## config.mk

```make
export PLATFORM = sky130hd
export DESIGN_NAME = fifo_wr_arbiter
export DESIGN_NICKNAME = d
export VERILOG_FILES = /design/src/rtl/fifo_types.sv /design/src/rtl/rr_picker.sv /design/src/rtl/fifo_wr_arbiter.sv
export SDC_FILE = /design/constraint.sdc
export NUM_CORES = 1
export LEC_CHECK = 0
export ABC_CLOCK_PERIOD_IN_PS = 3740
export BUFFER_PORTS_ARGS = -buffer_cell sky130_fd_sc_hd__buf_2
export CORE_UTILIZATION = 40
export CTS_CLUSTER_DIAMETER = 120
export DETAILED_ROUTE_END_ITERATION = 8
export PLACE_DENSITY = 0.8
export SLEW_MARGIN = 20
export SYNTH_ARGS = -nofsm -noshare
export SYNTH_HDL_FRONTEND = slang
export SYNTH_SLANG_ARGS = --single-unit
```

## constraint.sdc

```tcl
create_clock -name clk -period 3.74 [get_ports clk]
set_input_delay 0.748 -clock clk [delete_from_list [all_inputs] [get_ports clk]]
set_output_delay 0.748 -clock clk [all_outputs]
set_load 0.01 [all_outputs]
```

## src/rtl/fifo_types.sv

```systemverilog
// Shared types for the fifo write-side arbiter.
package fifo_types;

    localparam int unsigned WORD_W = 8;

    typedef logic [WORD_W-1:0] word_t;

    typedef enum logic {
        ARB_IDLE  = 1'b0,
        ARB_GRANT = 1'b1
    } arb_state_e;

endpackage

```

## src/rtl/rr_picker.sv

```systemverilog
// Combinational round-robin pick: first set request after the last winner.
module rr_picker #(
    parameter  int unsigned NUM_REQ = 4,
    localparam int unsigned IDX_W   = $clog2(NUM_REQ)
) (
    input  logic [NUM_REQ-1:0] req_i,
    input  logic [IDX_W-1:0]   last_i,
    output logic               found_o,
    output logic [IDX_W-1:0]   next_o
);

    int unsigned idx;

    // Walk last+1, last+2, ... (mod NUM_REQ); the first hit wins.
    always_comb begin
        found_o = 1'b0;
        next_o  = '0;
        idx     = 0;
        for (int unsigned k = 1; k <= NUM_REQ; k++) begin
            idx = (32'(last_i) + k) % NUM_REQ;
            if (!found_o && req_i[IDX_W'(idx)]) begin
                found_o = 1'b1;
                next_o  = IDX_W'(idx);
            end
        end
    end

endmodule

```

## src/rtl/fifo_wr_arbiter.sv

```systemverilog
// Round-robin arbiter sharing one fifo write port among NUM_REQ producers,
// with bursts of up to BURST_LEN beats per grant.
module fifo_wr_arbiter
    import fifo_types::*;
#(
    parameter  int unsigned NUM_REQ   = 4,
    parameter  int unsigned BURST_LEN = 4,
    localparam int unsigned IDX_W     = $clog2(NUM_REQ)
) (
    input  logic               clk,
    input  logic               reset,
    input  logic [NUM_REQ-1:0] req_valid_i,
    input  word_t              req_data_i [NUM_REQ],
    output logic [NUM_REQ-1:0] req_rdy_o,
    output logic               fifo_valid_o,
    output word_t              fifo_data_o,
    input  logic               fifo_rdy_i,
    output logic [NUM_REQ-1:0] grant_o,
    output logic [IDX_W-1:0]   owner_o,
    output logic               busy_o
);

    localparam int unsigned     CNT_W     = (BURST_LEN > 1) ? $clog2(BURST_LEN) : 1;
    localparam logic [CNT_W-1:0] LAST_BEAT = CNT_W'(BURST_LEN - 1);

    arb_state_e       state_q, state_d;
    logic [IDX_W-1:0] owner_q, owner_d;
    logic [IDX_W-1:0] last_q,  last_d;
    logic [CNT_W-1:0] beat_q,  beat_d;

    logic             pick_found;
    logic [IDX_W-1:0] pick_idx;

    rr_picker #(.NUM_REQ(NUM_REQ)) u_picker (
        .req_i   (req_valid_i),
        .last_i  (last_q),
        .found_o (pick_found),
        .next_o  (pick_idx)
    );

    // State and arbitration bookkeeping; producer 0 goes first after reset.
    always_ff @(posedge clk or posedge reset) begin
        if (reset) begin
            state_q <= ARB_IDLE;
            owner_q <= '0;
            last_q  <= IDX_W'(NUM_REQ - 1);
            beat_q  <= '0;
        end else begin
            state_q <= state_d;
            owner_q <= owner_d;
            last_q  <= last_d;
            beat_q  <= beat_d;
        end
    end

    // Next-state logic and the owner's pass-through onto the fifo port.
    always_comb begin
        state_d      = state_q;
        owner_d      = owner_q;
        last_d       = last_q;
        beat_d       = beat_q;
        req_rdy_o    = '0;
        fifo_valid_o = 1'b0;
        fifo_data_o  = '0;

        unique case (state_q)
            ARB_IDLE: begin
                if (pick_found) begin
                    owner_d = pick_idx;
                    beat_d  = '0;
                    state_d = ARB_GRANT;
                end
            end
            ARB_GRANT: begin
                fifo_valid_o       = req_valid_i[owner_q];
                fifo_data_o        = req_data_i[owner_q];
                req_rdy_o[owner_q] = fifo_rdy_i;
                if (!req_valid_i[owner_q]) begin
                    // Producer has nothing more to send.
                    state_d = ARB_IDLE;
                    last_d  = owner_q;
                end else if (fifo_rdy_i) begin
                    if (beat_q == LAST_BEAT) begin
                        state_d = ARB_IDLE;
                        last_d  = owner_q;
                    end else begin
                        beat_d = beat_q + CNT_W'(1);
                    end
                end
            end
            default: state_d = ARB_IDLE;
        endcase
    end

    // Status outputs derived straight from the registered owner/state.
    always_comb begin
        busy_o  = (state_q == ARB_GRANT);
        owner_o = owner_q;
        grant_o = '0;
        if (busy_o) grant_o[owner_q] = 1'b1;
    end

endmodule

```

# --- After elaboration in Yosys (flattened, before gate mapping) ---
# Index checks and enable logic that the tools add are counted.
totals:
  register_bits: 7
  output_inout_bits: 20
  wordCells: 76
classes:
  magnitude_cmp: 7
  add_sub_neg: 5
  n_eq_ne: 7
  reduce_logical: 10
  n_mux: 40
  n_bitwise: 3
op_table:
  columns: ["cell", "count"]
  rows:
  - ["2-to-1 mux 8 bit", 3]
  - ["2-to-1 mux 2 bit", 11]
  - ["binary-select mux 8 bit (select 2 bit)", 1]
  - ["less-than comparator 2 x 3 -> 1 bit, second input constant", 5]
  - ["2-to-1 mux 1 bit", 15]
  - ["binary-select mux 1 bit (select 2 bit)", 5]
  - ["2-to-1 mux 4 bit", 2]
  - ["!= test 2 bit, second input constant", 4]
  - ["adder 2 x 1 -> 2 bit, second input constant", 3]
  - ["adder 2 bit, second input constant", 2]
  - ["AND 4 bit", 1]
  - ["logical AND 1 bit", 4]
  - ["!= test 2 x 1 -> 1 bit, second input constant", 2]
  - ["case mux 2 bit (2 select lines)", 1]
  - ["AND reduction 4 bit", 1]
  - [">= comparator 3 bit, second input constant", 1]
  - ["logical NOT 1 bit", 3]
  - ["inverter 2 -> 3 bit", 1]
  - ["AND reduction 3 bit", 1]
  - ["demux 1 bit (select 2 bit)", 1]
  - ["== test 2 bit, second input constant", 1]
  - [">= comparator 2 x 1 -> 1 bit, second input constant", 1]
  - ["case mux 1 bit (2 select lines)", 1]
  - ["AND reduction 2 bit", 1]
  - ["inverter 1 bit", 1]

# --- Longest topological paths before layout ---
# Gate-level depths: netlist of the first run.
logic_depth:
  word_depth: 15
  mapped_depth: 5
  ltp_nobuf: 5

# --- Cells and area by module ---
# A second synthesis of the first run with hierarchy kept.
hier_totals:
  cells_unflattened: 85
  area_unflattened_um2: 872.1
by_module_without_submodules:
  columns: ["mod", "area_per_inst_um2", "seq_area_each_um2", "cells_per_inst", "instances"]
  rows:
  - ["fifo_wr_arbiter", 780.7, 177.7, 71, 1]
  - ["rr_picker", 91.3, 0.0, 14, 1]

# --- Worst setup path before layout of the first run ---
# OpenSTA, ideal clock, no wires.
synth_path:
  path_kind: "register -> output"
  from: "register owner_q[0] (netlist: owner_o[0])"
  to: "output port fifo_data_o[6]"
  path_slack_ns: 1.550
  required_time_ns: 2.992
  n_path_buf: 2
  stages_incl_launch_ff: 5
  t_arrival_ns: 1.442
  path_cell_list: "dfrtp_1 -> buf_6 -> buf_2 -> mux4_2 -> and2_1"
synth_between:
  elab_chain_cells: 5
synth_lines:
  columns: ["item", "line_no", "rtl"]
  rows:
  - ["from (decl)", "fifo_wr_arbiter.sv:27", "logic [IDX_W-1:0] owner_q, owner_d;"]
  - ["from (signal assigned)", "fifo_wr_arbiter.sv:50", "owner_q <= owner_d;"]
  - ["inverter 2 -> 3 bit (not written as such)", "fifo_wr_arbiter.sv:76", "fifo_data_o = req_data_i[owner_q];"]
  - ["binary-select mux 8 bit (select 2 bit)", "fifo_wr_arbiter.sv:76", null]
  - ["2-to-1 mux 8 bit (not written as such) (2 in a row)", "fifo_wr_arbiter.sv:76", null]
  - ["2-to-1 mux 8 bit", "fifo_wr_arbiter.sv:66", "unique case (state_q)"]
  - ["to (decl)", "fifo_wr_arbiter.sv:16", "output word_t fifo_data_o,"]
# No other way between the ends. The select of a mux whose other input is x is not followed.

# --- Final worst setup path of the first run ---
layout_path:
  from: "register owner_q[0] (netlist: owner_o[0])"
  to: "output port fifo_data_o[4]"
# Same word-level chain as after synthesis.

==> impl_results.md, run 1 <==
- Max_cap viols: 0
- Routed vias: 850
- R2R Setup Slk: 1650 ps
- Sum Neg Setup Slack: 0 ps
- Maximum vdd drop: 0.0004482 V
- First DRT Iteration DRCs: 17
- Psw: 0.0003318 W
- EDFF count, synth: 0
- Dpl cells: 157
- Worst path max stage delay: 830 ps
- R2R Path End: last_q[0]
- First-pass GRT wire length: 2815 um
- Crit path to: fifo_data_o[4]
- Seq/Total Area, Yosys: 0.2258
- Comb power frac: 0.612
- Static leakage: 0.5798 nW
- Max Fanout on Critical Path: 21
- Actual slew at the worst max-slew pin: 773.2 ps
- Seq pwr share: 0.293
- Die area: 0.002149 mm^2
- CTS-repair resized insts: 0
- Final Cycle Share: 0.7451
- Initial Util: 0.4414
- Fmax achieved: 0.3588 GHz
- Sink Count: 7
- Synth Cell Area: 787.0 um^2
- Gr usage total: 0.1870
- Switching share of power: 0.4400
- Routability cong.: 0.7487
- Relative max-transition margin: 0.4798
- IO Port Bufs: 58
- Clock network fraction of design power: 0.095
- Cell taking the most area after synthesis: mux4_1
- Final setup fails: 0
- Internal: 0.0004223 W
- Synth Warn #: 0
- Yosys reg bits: 7
- Synth top area cells: mux4_1, dfrtp_1, and2_1, dfstp_2, nor2_1
- Post-Route WL: 2088 um
- Detail-routed via count per cell: 5.280
- Hold Buf Count CTS: 0
- TritonCTS buffer count: 3
- Outcome: finished clean
- CP required: 2990 ps
- Top cell type's share of synthesized area: 0.2337
- Post-CTS setup buffer count: 0
- Post-Syn Nets: 119
- Antenna diodes: 0
- DR pass1 iterations: 4
- RSZ-0062 raised after global routing: no
- Fin cells: 161
- Final Cell Area: 0.001107 mm^2
- Number of global-route vias before repair: 708
- Fin Hold WS: 395.6 ps
- Syn Inst Count: 79
- Area grow syn2layout: 40.70%
- TritonCTS clock tree: yes
- DP HPWL: 1692 um
- Main synth FF type: dfrtp_1
- Placeable Area: 0.001783 mm^2
- P per Cell Area: 681.0 mW/mm^2
- Placed instance area: 0.001080 mm^2
- Initial antenna violation count: 0
- Die W: 46.36 um
- Min-Delay Path Class: input pin to async pin
- Clock Tree Buf Depth: 2
- Synth cell count leaders: and2_1, nor2_1, mux4_1
- Nets: 177
- Final antenna-violating net count: 0
- Fillers: 156
- Overflow after GRT: 0
- Pin count of the biggest net entering global routing: 22
- Overall die height: 46.36 um
- DRC: 0
- DR WL/cell: 12.97 um
- Slowest-stage cell, CP: dfrtp_1
- Setup Crit Path Kind: register to output port
- Worst path cell trace: mux4_1, and2_1, buf_2
- Origin of the worst setup path: owner_o[0]
- Layout cell share with drive strength beyond 1: 0.5074
- Clock latency on the worst-skew pair: 260 ps
- # rows: 15
- Root Driver: clkbuf_4
- R2r startpoint: owner_o[0]
- Synthesized area per cell: 9.962 um^2
- Min cycle time layout: 2787 ps
- Critical Path AT: 2040 ps
- Worst setup EP type: output port
- Synth unique cells: 29
- Endpoints failing hold: 0
- Startpoint class of the critical path: register
- Async set-reset flop share out of synthesis: 1.000
- Reg clk slew, reported paths: 60 ps
- Ports: 59
- Worst-case reg-to-reg path depth: 3
- Htree depth: 1
- Clock skew: 8.781 ps
- Pins Over Slew Limit: 0
state kept, by name, summed over array words and instances (netlist names):
register  count
owner_o       2
last_q        2
beat_q        2
busy_o        1
critical path, delay by kind of cell (launching register included):
family | cells | cell delay (ps)
simple gates | 1 | 170
mux | 1 | 640
flops | 1 | 830
buf+inv | 1 | 130
cell usage in the layout (no fill, tap or decap):
cell	instances
buf_2	58
nor2_1	9
and2_1	9
mux4_1	7
a21oi_1	5
dfrtp_1	5
nand2_1	4
o21ai_0	4
inv_1	3
mux2i_1	3
nand2b_1	3
nor3_1	3
nor3b_1	3
clkbuf_4	3
mux2_2	2
dfstp_2	2
nor4_1	1
nor2b_1	1
mux2_1	1
or3_4	1
mux2_4	1
o211ai_1	1
o221ai_1	1
o31ai_1	1
mux4_2	1
a311oi_1	1
a221oi_1	1
ha_1	1
clkinv_2	1
cells by family (layout without fill, tap and decap cells):
logic type | after synthesis | in the layout | share of synthesized area
AOI/OAI and AO/OA | 14 | 14 | 0.1097
buffers and inverters | 8 | 65 | 0.05088
and+or+nand+nor | 34 | 34 | 0.2353
DFF | 7 | 7 | 0.2258
adders and majority gates | 1 | 1 | 0.01590
muxes | 15 | 15 | 0.3625
routing by layer:
metal	vias up	GRT usage	wire [um]
li1	414	-	-
met1	390	0.1854	809
met2	41	0.3528	1050
met3	5	0.03529	189
met4	0	0.1059	39
met5	-	0	0
layout make-up:
| class | count | area [um^2] | area share |
|---|---|---|---|
| clock buffers | 3 | 22.52 | 0.02034 |
| clock inverters | 1 | 5.005 | 0.004520 |
| inverters | 3 | 11.26 | 0.01017 |
| multi-input cells | 64 | 569.3 | 0.5141 |
| flip-flops and latches | 7 | 177.7 | 0.1605 |
| well taps | 25 | 31.28 | 0.02825 |
| repair buffers | 58 | 290.3 | 0.2621 |
through the flow:
step | power [W] | utilization | setup slack [ps]
2_1_floorplan | 0.0005416 | - | 1550
5_1_grt | 0.0008312 | 0.6211 | 829.0
4_1_cts | 0.0007641 | 0.6211 | 934.9
6_report | 0.0007541 | 0.6211 | 953.2
3_5_place_dp | 0.0006906 | 0.6056 | 1214
3_3_place_gp | 0.0006702 | 0.6056 | 1283
worst min-delay path by stage:
stage / slack, ps / end / startpoint / cells after the start
global placement: 460 / beat_q[0] / beat_q[0] / 1
CTS: 400 / busy_o / reset / 2
floorplan: 450 / beat_q[0] / beat_q[0] / 1
global route: 420 / busy_o / reset / 2
detailed placement: 480 / beat_q[0] / beat_q[0] / 1
finish: 400 / busy_o / reset / 2
power by group through the flow:
stage | registers (W) | logic [W] | clock network, W
after floorplan | 0.000156 | 0.000386 | 0
after global placement | 0.000217 | 0.000453 | 0
after detailed placement | 0.000225 | 0.000465 | 0
after CTS | 0.000223 | 0.000467 | 0.0000741
after global routing | 0.000237 | 0.000518 | 0.0000762
final | 0.000221 | 0.000462 | 0.0000714
Power figures use the tool's default switching activity.
==> run 2, diff against run 1 <==
--- a/config.mk
+++ b/config.mk
@@ -5,12 +5,12 @@
 export SDC_FILE = /design/constraint.sdc
 export NUM_CORES = 1
 export LEC_CHECK = 0
-export ABC_CLOCK_PERIOD_IN_PS = 3740
+export ABC_CLOCK_PERIOD_IN_PS = 2450
 export BUFFER_PORTS_ARGS = -buffer_cell sky130_fd_sc_hd__buf_2
-export CORE_UTILIZATION = 40
+export CORE_UTILIZATION = 36
 export CTS_CLUSTER_DIAMETER = 120
 export DETAILED_ROUTE_END_ITERATION = 8
-export PLACE_DENSITY = 0.8
+export PLACE_DENSITY = 0.76
 export SLEW_MARGIN = 20
 export SYNTH_ARGS = -nofsm -noshare
 export SYNTH_HDL_FRONTEND = slang
==> constraint.sdc (replaced) <==
create_clock -name clk -period 2.45 [get_ports clk]
set_input_delay 0.49 -clock clk [delete_from_list [all_inputs] [get_ports clk]]
set_output_delay 0.49 -clock clk [all_outputs]
set_load 0.01 [all_outputs]
==> run 2 against run 1 <==
  * Flip-flop and latch count stayed put
  * Sequential power grew 48%
  * Register-to-register slack worse by 1200 ps
  * Count of clock-buffer cells in the layout up 1
  * Global-route usage grew 1.9 points
  * Cell count rose by 2.5%
  * Clock power is 53% higher
  * Setup slack worse by 820 ps
  * Critical path type unchanged
  * Critical endpoint is now fifo_valid_o
  * Largest cell class unchanged
==> impl_results.md, run 2 (synthesized netlist as in run 1, its figures left out) <==
- Antenna diodes: 0 (unchanged)
- Initial antenna violation count: 0 (unchanged)
- Comb power frac: 0.629 (was 0.612)
- Sink Count: 7 (unchanged)
- TritonCTS buffer count: 3 (unchanged)
- Post-Route WL: 2227 um (was 2088 um)
- DR pass1 iterations: 4 (unchanged)
- Reg clk slew, reported paths: 50 ps (was 60 ps)
- Fillers: 184 (was 156)
- DR WL/cell: 13.50 um (was 12.97 um)
- Min-Delay Path Class: input pin to async pin (unchanged)
- Endpoints failing hold: 0 (unchanged)
- Commonest cells after routing, fill and taps aside: buf_2, nor2_1, and2_1 (unchanged)
- Fin Hold WS: 153.2 ps (was 395.6 ps)
- Number of global-route vias before repair: 791 (was 708)
- IO Port Bufs: 58 (unchanged)
- Detail-routed via count per cell: 5.230 (was 5.280)
- R2R Setup Slk: 470 ps (was 1650 ps)
- Maximum vdd drop: 0.0005655 V (was 0.0004482 V)
- Initial Util: 0.3931 (was 0.4414)
- Clock network fraction of design power: 0.093 (was 0.095)
- Pin count of the biggest net entering global routing: 22 (unchanged)
- Combined area of the multi-input logic cells: 569.3 um^2 (unchanged)
- Max Fanout on Critical Path: 15 (was 21)
- Internal: 0.0006589 W (was 0.0004223 W)
- Overflow after GRT: 0 (unchanged)
- Actual slew at the worst max-slew pin: 662.9 ps (was 773.2 ps)
- Hold Buf Count CTS: 0 (unchanged)
- Clock Tree Buf Depth: 2 (unchanged)
- Reg area: 178.9 um^2 (was 177.7 um^2)
- Final Cycle Share: 0.9440
- Nets: 179 (was 177)
- First-pass GRT wire length: 3657 um (was 2815 um)
- Outcome: finished clean (unchanged)
- First DRT Iteration DRCs: 23 (was 17)
- Setup Crit Path Kind: register to output port (unchanged)
- Die W: 48.76 um (was 46.36 um)
- Seq pwr share: 0.278 (was 0.293)
- Final setup fails: 0 (unchanged)
- Htree depth: 1 (unchanged)
- Sum Neg Setup Slack: 0 ps (unchanged)
- Clock skew: 0.5685 ps (was 8.781 ps)
- Overall die height: 48.76 um (was 46.36 um)
- Worst setup EP type: output port (unchanged)
- Psw: 0.0005138 W (was 0.0003318 W)
- Min cycle time layout: 2313 ps
- Gr usage total: 0.2063 (was 0.1870)
- Die area: 0.002377 mm^2 (was 0.002149 mm^2)
- TritonCTS clock tree: yes (unchanged)
- Critical Path AT: 1820 ps (was 2040 ps)
- Startpoint class of the critical path: register (unchanged)
- Routed vias: 863 (was 850)
- Static leakage: 0.5863 nW (was 0.5798 nW)
- RSZ-0062 raised after global routing: no (unchanged)
- Final antenna-violating net count: 0 (unchanged)
- Clock latency on the worst-skew pair: 260 ps (about the same)
- DP HPWL: 1745 um (was 1692 um)
- Relative max-transition margin: 0.5581 (was 0.4798)
- R2r startpoint: owner_o[0] (unchanged)
- Worst-case reg-to-reg path depth: 4 (was 3)
- Max_cap viols: 0 (unchanged)
- Layout cell share with drive strength beyond 1: 0.5145 (was 0.5074)
- CP required: 1960 ps (was 2990 ps)
- DRC: 0 (unchanged)
- Switching share of power: 0.4381 (was 0.4400)
- Routability cong.: 0.7875 (was 0.7487)
- Ports: 59 (unchanged)
- Area grow syn2layout: 42.93% (was 40.70%)
- Placeable Area: 0.002002 mm^2 (was 0.001783 mm^2)
- Pins Over Slew Limit: 0 (unchanged)
- R2R Path End: last_q[0] (unchanged)
- # rows: 16 (was 15)
- Fmax achieved: 0.4324 GHz
- P per Cell Area: 1043 mW/mm^2 (was 681.0 mW/mm^2)
- Most common cell after layout, fill and taps aside: buf_2 (unchanged)
- Root Driver: clkbuf_4 (unchanged)
-- run 2: cell types whose count changed in the layout (fill, tap and decap cells not counted), sizes merged --
cell,delta
clkbuf,+1
clkinv,-1
buf,+2
-- run 2: repair_timing --
action                                  CTS  global route
gates resized for setup                   1             0
buffers inserted                          0             0
endpoints found under the setup margin    1             0
-- run 2: worst max path at each step --
stage / from / endpoint / slack (ps) / cells past startpoint
global placement: owner_o[0] / fifo_valid_o / 320 / 5
floorplan: owner_o[0] / fifo_data_o[6] / 520 / 4
detailed placement: owner_o[0] / fifo_valid_o / 250 / 5
global route: owner_o[0] / fifo_valid_o / 30 / 5
CTS: owner_o[0] / fifo_valid_o / 150 / 5
finish: owner_o[0] / fifo_valid_o / 140 / 5
-- run 2: layer usage --
metal  part of all wire  vias up  global-route usage
met2               0.49       43              0.3519
met4              0.013        0             0.07353
met5                  0        -                   0
li1                   -      421                   -
met1               0.40      395              0.2288
met3              0.097        4             0.08491
-- run 2: area by class of cell --
cell class / count / area share
well taps: 27 / 0.03003
repair buffers: 60 / 0.2714
multi-input cells: 64 / 0.5061
clock buffers: 4 / 0.02336
flip-flops and latches: 7 / 0.1591
inverters: 3 / 0.01001
-- run 2: stage by stage --
step | std cells | instance area [um^2] | setup slack, ps | total power, W | utilization
final | 165 | 1125 | 137.2 | 0.001173 | 0.5619
after global routing | 165 | 1125 | 27.50 | 0.001272 | 0.5619
after CTS | 165 | 1125 | 150.7 | 0.001181 | 0.5619
after detailed placement | 161 | 1097 | 251.2 | 0.001070 | 0.5481
after global placement | 161 | 1097 | 316.6 | 0.001047 | 0.5481
after floorplan | 79 | 787.0 | 517.9 | 0.0008268 | -
-- run 2: power groups by stage --
stage / logic, W / clock network [W] / registers [W]
floorplan: 0.000589 / 0 / 0.000238
global placement: 0.000724 / 0 / 0.000323
detailed placement: 0.000740 / 0 / 0.000330
CTS: 0.000740 / 0.000112 / 0.000329
global route: 0.000803 / 0.000120 / 0.000349
finish: 0.000737 / 0.000109 / 0.000327
-- run 2: critical path, cell delays in order (launching register included) --
cell and delay [ps]:
dfrtp_2 550, buf_4 220, mux2_2 370, mux2i_1 210, nor2_1 70, buf_2 140
==> run 3, diff against run 2 <==
--- a/config.mk
+++ b/config.mk
@@ -5,11 +5,14 @@
 export SDC_FILE = /design/constraint.sdc
 export NUM_CORES = 1
 export LEC_CHECK = 0
+export ABC_AREA = 1
 export ABC_CLOCK_PERIOD_IN_PS = 2450
 export BUFFER_PORTS_ARGS = -buffer_cell sky130_fd_sc_hd__buf_2
-export CORE_UTILIZATION = 36
+export CORE_UTILIZATION = 40
+export CTS_BUF_LIST = sky130_fd_sc_hd__clkbuf_4 sky130_fd_sc_hd__clkbuf_8 sky130_fd_sc_hd__clkbuf_16
 export CTS_CLUSTER_DIAMETER = 120
 export DETAILED_ROUTE_END_ITERATION = 8
+export GPL_TIMING_DRIVEN = 0
 export PLACE_DENSITY = 0.76
 export SLEW_MARGIN = 20
 export SYNTH_ARGS = -nofsm -noshare
==> run 3 against run 2 <==
  * Hold slack better by 1.9 ps
  * Cell area increased by 25%
  * Fmax rose by 3.8%
  * Critical path depth did not move
  * Cell count rose by 48%
  * Utilization increased by 0.68 points
  * Synthesized area is 34% higher
  * Via count is 44% higher
  * Global-route usage grew 1.2 points
==> impl_results.md, run 3 <==
- Initial antenna violation count: 0 (unchanged)
- Fillers: 255 (was 184)
- Clock latency on the worst-skew pair: 250 ps (was 260 ps)
- Area grow syn2layout: 34.05% (was 42.93%)
- Die area: 0.002837 mm^2 (was 0.002377 mm^2)
- Synth Cell Area: 0.001051 mm^2 (was 787.0 um^2)
- Commonest cells after routing, fill and taps aside: buf_2, nand2_1, nand3_1 (was buf_2, nor2_1, and2_1)
- P per Cell Area: 1292 mW/mm^2 (was 1043 mW/mm^2)
- RSZ-0062 raised after global routing: no (unchanged)
- Ports: 59 (unchanged)
- Actual slew at the worst max-slew pin: 434.9 ps (was 662.9 ps)
- EDFF count, synth: 0 (unchanged)
- Relative max-transition margin: 0.7100 (was 0.5581)
- CTS-repair resized insts: 0 (was 1)
- Final worst setup slack: 222.0 ps (was 137.2 ps)
- Sum Neg Setup Slack: 0 ps (unchanged)
- Final Cycle Share: 0.9094 (was 0.9440)
- Sink Count: 7 (unchanged)
- Top cell type's share of synthesized area: 0.1393 (was 0.2337)
- Layout cell share with drive strength beyond 1: 0.4884 (was 0.5145)
- Synthesized area per cell: 6.869 um^2 (was 9.962 um^2)
- Placeable Area: 0.002477 mm^2 (was 0.002002 mm^2)
- Switching share of power: 0.5625 (was 0.4381)
- Routability cong.: 0.8282 (was 0.7875)
- Root Driver: clkbuf_4 (unchanged)
- Setup Crit Path Kind: register to output port (unchanged)
- Comb power frac: 0.805 (was 0.629)
- Overall die height: 53.26 um (was 48.76 um)
- Seq pwr share: 0.131 (was 0.278)
- First DRT Iteration DRCs: 15 (was 23)
- TritonCTS clock tree: yes (unchanged)
- Slowest-stage cell, CP: dfrtp_1 (was dfrtp_2)
- Synth top area cells: nand2_4, dfrtp_1, nand2_1, nand3_1, a22oi_1 (was mux4_1, dfrtp_1, and2_1, dfstp_2, nor2_1)
- CP required: 1960 ps (about the same)
- Most common cell after layout, fill and taps aside: buf_2 (unchanged)
- Outcome: finished clean (unchanged)
- Yosys reg bits: 7 (unchanged)
- Hold Buf Count CTS: 0 (unchanged)
- Initial Util: 0.4242 (was 0.3931)
- Max Fanout on Critical Path: 10 (was 15)
- Seq/Total Area, Yosys: 0.1690 (was 0.2258)
- Clock skew: 0.2448 ps (was 0.5685 ps)
- Gr usage total: 0.2180 (was 0.2063)
- Worst path max stage delay: 450 ps (was 550 ps)
- Clock Tree Buf Depth: 2 (unchanged)
- Family with the most delay on the worst path: buffers and inverters (was multiplexers)
- Final antenna-violating net count: 0 (unchanged)
- Synth Warn #: 0 (unchanged)
- Endpoints failing hold: 0 (unchanged)
- WP buf/inv: 3 (was 2)
- Async set-reset flop share out of synthesis: 1.000 (unchanged)
- First-pass GRT wire length: 4609 um (was 3657 um)
- Synth unique cells: 29 (unchanged)
- Nets: 256 (was 179)
- Post-CTS setup buffer count: 0 (unchanged)
- Min-Delay Path Class: input pin to async pin (unchanged)
- DR WL/cell: 11.24 um (was 13.50 um)
- Critical Path AT: 1740 ps (was 1820 ps)
- Detail-routed via count per cell: 5.069 (was 5.230)
- DP HPWL: 2232 um (was 1745 um)
- Syn Inst Count: 153 (was 79)
- Post-Syn Nets: 193 (was 119)
- Worst setup EP type: output port (unchanged)
- Count leader, synth: nand2_1
- Main synth FF type: dfrtp_1 (unchanged)
- Psw: 0.001024 W (was 0.0005138 W)
- Startpoint class of the critical path: register (unchanged)
- Combined area of the multi-input logic cells: 743.2 um^2 (was 569.3 um^2)
- Clock network fraction of design power: 0.064 (was 0.093)
- Routed vias: 1242 (was 863)
- Overflow after GRT: 0 (unchanged)
- Final setup fails: 0 (unchanged)
- Min cycle time layout: 2228 ps (was 2313 ps)
- Internal: 0.0007965 W (was 0.0006589 W)
- Post-Route WL: 2753 um (was 2227 um)
- DRC: 0 (unchanged)
- Htree depth: 1 (unchanged)
- Antenna diodes: 0 (unchanged)
- Cell taking the most area after synthesis: nand2_4 (was mux4_1)
- Pre-CTS setup slack: 522.3 ps (was 251.2 ps)
- # rows: 18 (was 16)
- Static leakage: 0.7621 nW (was 0.5863 nW)
- Reg clk slew, reported paths: 50 ps (about the same)
- Max_cap viols: 0 (unchanged)
- DR pass1 iterations: 4 (unchanged)
- Die W: 53.26 um (was 48.76 um)
- TritonCTS buffer count: 3 (unchanged)
- Worst path cell trace: buf_6, clkbuf_1, nand3_1, a31oi_1, buf_2 (was buf_4, mux2_2, mux2i_1, nor2_1, buf_2)
- Maximum vdd drop: 0.0007507 V (was 0.0005655 V)
- Synth cell count leaders: nand2_1, nand3_1, nand2_4 (was and2_1, nor2_1, mux4_1)
- Fmax achieved: 0.4488 GHz (was 0.4324 GHz)
- Number of global-route vias before repair: 1128 (was 791)
- Pins Over Slew Limit: 0 (unchanged)
- Pin count of the biggest net entering global routing: 11 (was 22)
- IO Port Bufs: 58 (unchanged)
- Reg area: 177.7 um^2 (was 178.9 um^2)
## run 3: cell count changes in the layout (fill, tap and decap cells not counted), sizes merged, moves of 8 or more
cell   previous run  this run
nand2             4        51
nand3             0        25
inv               3        18
and2              9         0
a22oi             0         8
a31oi             0         8
mux4              8         0
## run 3: area by class of cell
cell class / count / area share
multi-input cells: 121 / 0.5275
repair buffers: 58 / 0.2060
flip-flops and latches: 7 / 0.1261
inverters: 19 / 0.05773
plain buffers: 6 / 0.03464
well taps: 30 / 0.02664
clock buffers: 4 / 0.02131
## run 3: power groups by stage
stage,registers (W),clock network (W),logic (W)
floorplan,0.000243,0,0.00110
global placement,0.000238,0,0.00146
detailed placement,0.000238,0,0.00147
CTS,0.000238,0.000117,0.00147
global route,0.000244,0.000129,0.00164
finish,0.000238,0.000116,0.00147
## run 3: per-layer routing
layer  vias up  routed length (um)  track usage
met2        47                1349       0.3792
met4         0                  23      0.01754
met3         2                 167      0.05172
met1       551                1213       0.2788
met5         -                   0            0
li1        642                   -            -
## run 3: metrics by stage
step / instance area (um^2) / util / hold slack, ps / power [W] / instances
after floorplan: 1051 / - / 291.9 / 0.001340 / 153
after global placement: 1379 / 0.5566 / 425.0 / 0.001699 / 241
after detailed placement: 1379 / 0.5566 / 429.5 / 0.001704 / 241
after CTS: 1409 / 0.5687 / 160.3 / 0.001826 / 245
after global routing: 1409 / 0.5687 / 171.0 / 0.002011 / 245
final: 1409 / 0.5687 / 155.1 / 0.001820 / 245
## run 3: final timing paths
kind                       slack [ps]        endpoint        from  cells past startpoint
max                               220  fifo_data_o[6]  owner_o[1]                      5
min                               160       beat_q[1]       reset                      2
max reg2reg                       860      owner_o[0]   last_q[1]                     10
min reg2reg                       490       beat_q[0]   beat_q[0]                      1
max in group asynchronous        2030       last_q[1]       reset                      2
min in group clk                  490       beat_q[0]   beat_q[0]                      1
## run 3: kinds of logic (layout without fill, tap and decap cells)
group,after synthesis,after routing,share of synthesized area
flops,7,7,0.1690
simple gates,91,91,0.5048
fa+ha+maj,1,1,0.01190
buf+inv,25,87,0.1238
compound gates,29,29,0.1905
